$ cat src/rtl/pll_reconfig_sequencer.sv
// pll_reconfig_sequencer
// Converts captured N, M and C divide values into high/low/bypass/odd
// parameters, writes them one by one into the PLL reconfiguration core with a
// busy handshake, fires the reconfigure strobe and then supervises PLL lock
// with a timeout and a bounded number of areset/relock retries.
//
// Ports:
//   clock, reset            system clock, synchronous active-high reset
//   trigger                 start request, only honoured in IDLE
//   pll_n, pll_m, pll_c     divide values (C0 in the LSBs of pll_c)
//   busy                    high whenever the sequencer is not IDLE
//   done                    one-cycle pulse after a stable lock
//   error                   sticky failure flag, cleared by the next trigger
//   attempts                lock retries consumed in the last run
//   stable_reconfig         pll_locked while idle and error-free
//   rcfg_*                  reconfiguration core interface
//   pll_areset, pll_locked  PLL reset request and lock indicator
module pll_reconfig_sequencer #(
    parameter int NUM_C         = 1,
    parameter int DIV_W         = 8,
    parameter int DATA_W        = 9,
    parameter int LOCK_STABLE   = 16,
    parameter int LOCK_TIMEOUT  = 65535,
    parameter int BUSY_TIMEOUT  = 1023,
    parameter int MAX_RETRIES   = 2,
    parameter int ARESET_CYCLES = 8
) (
    input  logic                   clock,
    input  logic                   reset,
    input  logic                   trigger,
    input  logic [DIV_W-1:0]       pll_m,
    input  logic [DIV_W-1:0]       pll_n,
    input  logic [NUM_C*DIV_W-1:0] pll_c,
    output logic                   busy,
    output logic                   done,
    output logic                   error,
    output logic [1:0]             attempts,
    output logic                   stable_reconfig,
    output logic                   rcfg_reset,
    output logic [3:0]             rcfg_counter_type,
    output logic [2:0]             rcfg_counter_param,
    output logic [DATA_W-1:0]      rcfg_data_in,
    output logic                   rcfg_write_param,
    output logic                   rcfg_reconfig,
    input  logic                   rcfg_busy,
    output logic                   pll_areset,
    input  logic                   pll_locked
);

    localparam int NUM_WR   = 4 * (NUM_C + 2);
    localparam int WIDX_W   = $clog2(NUM_WR);
    localparam int BUSY_W   = $clog2(BUSY_TIMEOUT + 1);
    localparam int STABLE_W = $clog2(LOCK_STABLE + 1);
    localparam int LOCKTO_W = $clog2(LOCK_TIMEOUT + 1);
    localparam int ARES_W   = $clog2(ARESET_CYCLES + 1);

    localparam logic [WIDX_W-1:0]   WR_LAST     = WIDX_W'(NUM_WR - 1);
    localparam logic [BUSY_W-1:0]   BUSY_LAST   = BUSY_W'(BUSY_TIMEOUT - 1);
    localparam logic [STABLE_W-1:0] STABLE_LAST = STABLE_W'(LOCK_STABLE - 1);
    localparam logic [LOCKTO_W-1:0] LOCKTO_LAST = LOCKTO_W'(LOCK_TIMEOUT - 1);
    localparam logic [ARES_W-1:0]   ARES_LAST   = ARES_W'(ARESET_CYCLES - 1);
    localparam logic [1:0]          RETRY_LIMIT = 2'(MAX_RETRIES);

    typedef enum logic [3:0] {
        INIT, IDLE, WR_SETUP, WR_PULSE, WR_GAP, WR_WAIT,
        RC_PULSE, RC_GAP, RC_WAIT, LOCK_WAIT, ARESET
    } state_t;

    state_t state, state_next;

    logic                         init_pulse;
    logic [(NUM_C+2)*DIV_W-1:0]   shadow;
    logic [WIDX_W-1:0]            widx;
    logic [BUSY_W-1:0]            busy_cnt;
    logic [STABLE_W-1:0]          stable_cnt;
    logic [LOCKTO_W-1:0]          lock_cnt;
    logic [ARES_W-1:0]            ares_cnt;

    logic capture, set_error, set_done, retry, next_write;
    logic in_write, busy_wait;

    int               ctr_sel;
    logic [DIV_W-1:0] cur_div;
    logic [DIV_W-1:0] div_high;
    logic [DIV_W-1:0] param_val;
    logic             div_small;

    // State register; any synchronous reset abandons the run and re-enters INIT.
    always_ff @(posedge clock) begin
        if (reset) begin
            state <= INIT;
        end else begin
            state <= state_next;
        end
    end

    // Next-state decode and the control strobes derived from the current state.
    always_comb begin
        state_next       = state;
        capture          = 1'b0;
        set_error        = 1'b0;
        set_done         = 1'b0;
        retry            = 1'b0;
        next_write       = 1'b0;
        busy             = (state != IDLE);
        rcfg_reset       = (state == INIT) && init_pulse;
        rcfg_write_param = (state == WR_PULSE);
        rcfg_reconfig    = (state == RC_PULSE);
        pll_areset       = (state == ARESET);
        stable_reconfig  = pll_locked && (state == IDLE) && !error;

        case (state)
            INIT:      if (init_pulse) state_next = IDLE;
            IDLE: begin
                if (trigger) begin
                    capture    = 1'b1;
                    state_next = WR_SETUP;
                end
            end
            WR_SETUP:  state_next = WR_PULSE;
            WR_PULSE:  state_next = WR_GAP;
            WR_GAP:    state_next = WR_WAIT;
            WR_WAIT: begin
                if (!rcfg_busy) begin
                    if (widx == WR_LAST) begin
                        state_next = RC_PULSE;
                    end else begin
                        next_write = 1'b1;
                        state_next = WR_SETUP;
                    end
                end else if (busy_cnt == BUSY_LAST) begin
                    set_error  = 1'b1;
                    state_next = IDLE;
                end
            end
            RC_PULSE:  state_next = RC_GAP;
            RC_GAP:    state_next = RC_WAIT;
            RC_WAIT: begin
                if (!rcfg_busy) begin
                    state_next = LOCK_WAIT;
                end else if (busy_cnt == BUSY_LAST) begin
                    set_error  = 1'b1;
                    state_next = IDLE;
                end
            end
            LOCK_WAIT: begin
                // A stable lock takes priority over a coincident timeout.
                if (pll_locked && (stable_cnt == STABLE_LAST)) begin
                    set_done   = 1'b1;
                    state_next = IDLE;
                end else if (lock_cnt == LOCKTO_LAST) begin
                    if (attempts < RETRY_LIMIT) begin
                        retry      = 1'b1;
                        state_next = ARESET;
                    end else begin
                        set_error  = 1'b1;
                        state_next = IDLE;
                    end
                end
            end
            ARESET:    if (ares_cnt == ARES_LAST) state_next = LOCK_WAIT;
            default:   state_next = INIT;
        endcase
    end

    assign in_write  = (state == WR_SETUP) || (state == WR_PULSE) ||
                       (state == WR_GAP)   || (state == WR_WAIT);
    assign busy_wait = (state == WR_WAIT) || (state == RC_WAIT);

    // Datapath: shadow capture, status flags and the supervision counters.
    // Each counter is held at zero outside the state that uses it, so entry
    // into that state always starts a fresh count.
    always_ff @(posedge clock) begin
        if (reset) begin
            init_pulse <= 1'b0;
            done       <= 1'b0;
            error      <= 1'b0;
            attempts   <= 2'd0;
            shadow     <= '0;
            widx       <= '0;
            busy_cnt   <= '0;
            stable_cnt <= '0;
            lock_cnt   <= '0;
            ares_cnt   <= '0;
        end else begin
            init_pulse <= (state == INIT);
            done       <= set_done;
            if (capture) begin
                shadow   <= {pll_c, pll_m, pll_n};
                error    <= 1'b0;
                attempts <= 2'd0;
                widx     <= '0;
            end
            if (set_error)  error    <= 1'b1;
            if (retry)      attempts <= attempts + 1'b1;
            if (next_write) widx     <= widx + 1'b1;

            busy_cnt   <= (busy_wait && rcfg_busy) ? busy_cnt + 1'b1 : '0;
            stable_cnt <= ((state == LOCK_WAIT) && pll_locked) ? stable_cnt + 1'b1 : '0;
            lock_cnt   <= (state == LOCK_WAIT) ? lock_cnt + 1'b1 : '0;
            ares_cnt   <= (state == ARESET) ? ares_cnt + 1'b1 : '0;
        end
    end

    // Write bus decode: the upper index bits pick the counter (N, M, C0..),
    // the low two bits pick high/low/bypass/odd. Values of 0 and 1 map to
    // bypass with high=low=1.
    always_comb begin
        ctr_sel = int'(widx >> 2);
        cur_div = '0;
        for (int i = 0; i < NUM_C + 2; i++) begin
            if (ctr_sel == i) cur_div = shadow[i*DIV_W +: DIV_W];
        end
        div_small = (cur_div <= DIV_W'(1));
        div_high  = {1'b0, cur_div[DIV_W-1:1]} + {{(DIV_W-1){1'b0}}, cur_div[0]};

        case (widx[1:0])
            2'd0:    param_val = div_small ? DIV_W'(1) : div_high;
            2'd1:    param_val = div_small ? DIV_W'(1) : {1'b0, cur_div[DIV_W-1:1]};
            2'd2:    param_val = div_small ? DIV_W'(1) : '0;
            default: param_val = div_small ? '0 : {{(DIV_W-1){1'b0}}, cur_div[0]};
        endcase

        rcfg_counter_type  = 4'd0;
        rcfg_counter_param = 3'd0;
        rcfg_data_in       = '0;
        if (in_write) begin
            rcfg_counter_type = 4'((ctr_sel < 2) ? ctr_sel : ctr_sel + 2);
            case (widx[1:0])
                2'd0:    rcfg_counter_param = 3'd0;
                2'd1:    rcfg_counter_param = 3'd1;
                2'd2:    rcfg_counter_param = 3'd4;
                default: rcfg_counter_param = 3'd5;
            endcase
            rcfg_data_in = DATA_W'(param_val);
        end
    end

endmodule
$ cat config.mk
export PLATFORM = sky130hd
export DESIGN_NAME = pll_reconfig_sequencer
export DESIGN_NICKNAME = d
export VERILOG_FILES = /design/src/rtl/pll_reconfig_sequencer.sv
export SDC_FILE = /design/constraint.sdc
export NUM_CORES = 1
export LEC_CHECK = 0
export BUFFER_PORTS_ARGS = -buffer_cell sky130_fd_sc_hd__buf_2
export CAP_MARGIN = 20
export CORE_AREA = 2 2 88 90
export CTS_CLUSTER_DIAMETER = 120
export DETAILED_ROUTE_END_ITERATION = 10
export DIE_AREA = 0 0 90 92
export MAX_ROUTING_LAYER = met4
export PLACE_DENSITY = 0.85
export SYNTH_ARGS = -nofsm -noshare
export SYNTH_HDL_FRONTEND = slang
export SYNTH_SLANG_ARGS = --single-unit
export TNS_END_PERCENT = 5
$ cat constraint.sdc
create_clock -name clock -period 2 [get_ports clock]
set_input_delay 0.2 -clock clock [delete_from_list [all_inputs] [get_ports clock]]
set_output_delay 0.2 -clock clock [all_outputs]
set_load 0.005 [all_outputs]
After elaboration in Yosys (flattened, before gate mapping). Index checks and enable logic that the tools add are counted.

Logic and storage cells: 119. Input bits: 29. Bits in registers: 72. Output and inout port bits: 26.

Bitwise operators: 4. Eq/ne operators: 24. Magnitude comparators: 3. Mux-type cells: 46. Add/sub/neg operators: 8. Reduce and logical (&&, ||, !) cells: 23.

Operators with widths (number): 4-bit 2-to-1 mux (11); 4-bit one-hot mux with 11 select lines (1); 8-bit 2-to-1 mux (5); 32-bit zero test (1); 8-bit one-hot mux with 3 select lines (1); 4-bit by 3-bit == test with 1-bit output, second input constant (5); 1-bit 2-to-1 mux (19); 16-bit by 1-bit adder with 16-bit output, second input constant (1); 16-bit == test, second input constant (1); 4-bit == test, second input constant (4); 3-bit 2-to-1 mux (4); 10-bit by 1-bit adder with 10-bit output, second input constant (1); 10-bit == test, second input constant (1); 2-bit OR reduction (5); 3-bit one-hot mux with 3 select lines (1); 4-bit by 1-bit adder with 4-bit output, second input constant (2); 7-bit by 1-bit adder with 8-bit output (1); 4-bit by 2-bit == test with 1-bit output, second input constant (2); 8-bit by 1-bit less-or-equal comparator with 1-bit output, second input constant (1); 7-bit 2-to-1 mux (1); 2-bit == test, second input constant (3); 1-bit logical AND (6); 2-bit nonzero test (3); 5-bit by 1-bit adder with 5-bit output, second input constant (1); 18 further kinds (27).

Depth between registers and ports, before layout.
Word-level depth: 8. Gate-level depth with buffers: 10. Mapped depth without buffers: 9.

Worst setup path after synthesis. OpenSTA, ideal clock, no wires.

Path kind: reg2out. Start point: reg widx[2]. End point: out rcfg_data_in[6]. Cell stages (with the launch flop): 10. Path slack: -0.037 ns. Data arrival time: 1.837 ns. Data required time: 1.800 ns. Buffers on the path: 1. Path through: dfxtp_1 -> buf_6 -> mux2i_1 -> o21ai_0 -> ha_1 -> ha_1 -> nand2_1 -> nor2_1 -> o21ai_1 -> a22o_1.

Word-level cells in the longest chain between the ends: 8. Elaborated cells between the ends (all ways): 12. Classes of those cells: add/sub: 1; order compare: 1; eq/ne: 2; mux: 7; reduce/logical: 1.

RTL lines: from (decl) (line 73) `logic [WIDX_W-1:0] widx;`; from (signal assigned) (line 196) `if (next_write) widx <= widx + 1'b1;`; 32-bit zero test (line 212) `if (ctr_sel == i) cur_div = shadow[i*DIV_W +: DIV_W];`; 8-bit 2-to-1 mux (2 in a row) (line 212); 8-bit 2-to-1 mux * (line 212); 7-bit by 1-bit adder with 8-bit output / 8-bit by 1-bit less-or-equal comparator with 1-bit output (equally long branches) (line 215, 214); 8-bit 2-to-1 mux / 7-bit 2-to-1 mux (equally long branches) (line 218, 219); 8-bit one-hot mux with 3 select lines * (line 217) `case (widx[1:0])`; 8-bit 2-to-1 mux * (line 227) `if (in_write) begin`; to (decl) (line 42) `output logic [DATA_W-1:0] rcfg_data_in,`.

Mark *: on every way between the ends. The rest lies on a longest branch, timed or not.

Worst setup path in the final report.
Start point: reg widx[2]. End point: out rcfg_data_in[4].

The elaborated chain is that of the path after synthesis.

==> impl_metrics.json <==
{
  "nNetsFinal": 553,
  "synth-edff-count": 0,
  "portBuffers": 50,
  "clk_latency_ns": 0.36,
  "io_pins": 55,
  "wl_um": 8347,
  "grt_max_degree": 41,
  "fmax_mhz": 398.5,
  "grt_antenna_before_repair": 0,
  "critPathKind": "reg -> out",
  "setup_ws_ns": -0.5091,
  "finClkSkew_ns": 0.01471,
  "fin_crit_sh": 1.255,
  "final_area_um2": 4354,
  "antenna_left": 0,
  "rrSetupSlack_ns": 0.04,
  "status": "finished, violations left",
  "power_density_nw_per_um2": 896.4,
  "crit_family": "simple AND/OR/NAND/NOR gates",
  "layout_commonest_cell": "nand2_1",
  "htreeDepth": 3,
  "cts_sinks": 72,
  "area_growth_pct": 20.33,
  "rsz0062_at_grt": "true",
  "die_x_um": 90,
  "setup_violations": 8,
  "cap_violations": 0,
  "yosys_register_bits": 72,
  "crit_path_top_delay_cell": "or4_4",
  "setup_tns_ns": -3.159,
  "crit_arrival_ns": 2.31,
  "cts_tree": "built",
  "clk_path_buf_depth": 2,
  "coreArea_um2": 7447,
  "synth.distinct_cells": 54,
  "num_vias": 3249,
  "syn_area_per_cell_um2": 8.205,
  "clockRootBuffer": "clkbuf_8",
  "overflow": 0,
  "critPathCaptureType": "output port",
  "rows": 32,
  "dieArea_um2": 8280,
  "cp_slowest_stage_delay_ns": 0.53,
  "ir_drop_uv": 935.1,
  "finalMaxSlewViolations": 0,
  "path_clk_slew_ns": 0.09,
  "netlist_area_um2": 3618,
  "place_area_um2": 4119,
  "drt_iter0_markers": 170,
  "worstPathRequired_ns": 1.80,
  "final_util": 0.5847,
  "violations": "setup timing",
  "final_hold_viol_count": 0,
  "critPathLaunchType": "register",
  "fin_cells": 616,
  "power.total_w": 0.003903,
  "max_slew_margin": 0.6205,
  "synth_cells": 441,
  "worst-path-max-fanout": 9,
  "hp-class": "in -> reg",
  "drtPass1Iterations": 4,
  "ys.flop_type": "dfxtp_1",
  "postCtsHoldBufs": 0,
  "grt_use_total": 0.2085,
  "crit_chain": "buf_12 -> mux2i_4 -> o2bb2ai_2 -> or4_4 -> nor4_4 -> or2_4 -> o22ai_2 -> buf_2",
  "initial_core_util": 0.4859,
  "synthArstFlopShare": 0,
  "final_cell_mix": "nand2_1, dfxtp_1, buf_2",
  "fin_crit_ns": 2.509,
  "grt_pass1_vias": 3114,
  "dp_hpwl_um": 6143,
  "grt_pass1_wl_um": 13770,
  "seq_area_frac_synth": 0.3983,
  "crit_buf_inv": 2,
  "p_leak_nw": 1.726,
  "cts_made_buffers": 9,
  "diodes": 0,
  "routedWlPerCell_um": 13.55,
  "tightestPinTransition_ns": 0.5693,
  "yosys_warnings": 0,
  "vias_per_cell": 5.274,
  "dpl.cell_count": 600,
  "drc_errors": 0,
  "gp_congestion": 0.9462,
  "die_h_um": 92,
  "layout-drive-gt1-share": 0.2160
}
-- report_power, final --
part           internal (W)  switching [W]  leakage, nW
sequential          0.00155       0.000117        0.583
combinational      0.000490       0.000650         1.06
clock              0.000475       0.000626       0.0863
-- state kept, by name (all words and copies together) (netlist names) --
register,cells
state,4
busy_cnt,10
attempts,2
ares_cnt,4
lock_cnt,16
error,1
init_pulse,1
shadow,24
widx,4
done,1
stable_cnt,5
-- metal layers --
metal,GRT usage,share of wire,vias to the layer above
li1,-,-,1631
met1,0.2397,0.44,1521
met2,0.3590,0.49,78
met3,0.04684,0.048,19
met4,0.07564,0.018,0
met5,-,0,-
-- cell families (layout without fill, tap and decap cells) --
group | count (synthesis) | in the layout | share of synthesized area
XOR/XNOR | 30 | 30 | 0.07261
AO/OA/AOI/OAI | 72 | 72 | 0.1335
multiplexers | 10 | 10 | 0.02766
AND/OR/NAND/NOR | 205 | 205 | 0.2694
adder cells (fa/ha/maj) | 15 | 15 | 0.05187
other | 1 | 4 | 0.001036
flip-flops | 72 | 72 | 0.3983
buffers and inverters | 36 | 106 | 0.04564
-- area by class of cell --
| cell class | instances | area, um^2 |
|---|---|---|
| well taps | 102 | 127.6 |
| clock inverters | 7 | 62.56 |
| inverters | 13 | 48.80 |
| flip-flops and latches | 72 | 1444 |
| repair buffers | 77 | 478.0 |
| fillers | 678 | 3093 |
| multi-input cells | 336 | 2069 |
| clock buffers | 9 | 123.9 |
-- synthesized netlist by cell type (2+ instances only) --
| master | number | area [um^2] |
|---|---|---|
| nand4_1 | 4 | 25.02 |
| nor2b_1 | 4 | 25.02 |
| a32oi_1 | 2 | 17.52 |
| buf_6 | 2 | 22.52 |
| clkbuf_1 | 17 | 63.81 |
| o21ai_0 | 5 | 25.02 |
| dfxtp_1 | 72 | 1441 |
| buf_4 | 4 | 30.03 |
| nand3b_1 | 3 | 22.52 |
| nor3_1 | 5 | 25.02 |
| and2_1 | 5 | 31.28 |
| a21oi_1 | 36 | 180.2 |
| o21a_1 | 2 | 15.01 |
| inv_1 | 13 | 48.80 |
| nand2_1 | 73 | 274.0 |
| ha_1 | 15 | 187.7 |
| mux2i_1 | 10 | 100.1 |
| o22ai_1 | 4 | 25.02 |
| o2bb2ai_2 | 2 | 30.03 |
| nand3_1 | 25 | 125.1 |
| and3_1 | 13 | 81.33 |
| and4_1 | 4 | 35.03 |
| o21ai_1 | 3 | 15.01 |
| nor4_1 | 3 | 18.77 |
| o2bb2ai_1 | 3 | 26.28 |
| nand2b_1 | 6 | 37.54 |
| nor2_1 | 51 | 191.4 |
| xor2_1 | 22 | 192.7 |
| xnor2_1 | 8 | 70.07 |
-- timing repair --
item / in CTS / in global routing
buffers inserted: 0 / 0
setup endpoints to repair: 8 / 13
resized for setup: 5 / 10
pin swaps: 2 / 2
-- worst min-delay path, stage by stage --
cell     delay (ns)
buf_2          0.09
nand2_1        0.04
a21oi_1        0.05
-- path summary, 6_finish.rpt --
check                         end     startpoint  depth (start not counted)
setup reg to reg         state[3]    lock_cnt[6]                          6
hold reg to reg     stable_cnt[0]  stable_cnt[0]                          1
hold / removal         shadow[20]       pll_c[4]                          3
setup / recovery  rcfg_data_in[4]        widx[2]                          8
-- metrics by stage --
| step | hold WS (ns) | setup WS, ns |
|---|---|---|
| final | 0.07025 | -0.5091 |
| after global routing | 0.06873 | -0.5915 |
| after CTS | 0.06524 | -0.5171 |
| after detailed placement | 0.4450 | -0.2049 |
| after global placement | 0.4292 | -0.1317 |
| after floorplan | 0.3360 | -0.02114 |
Note: power is estimated with default switching activity, not from simulation.
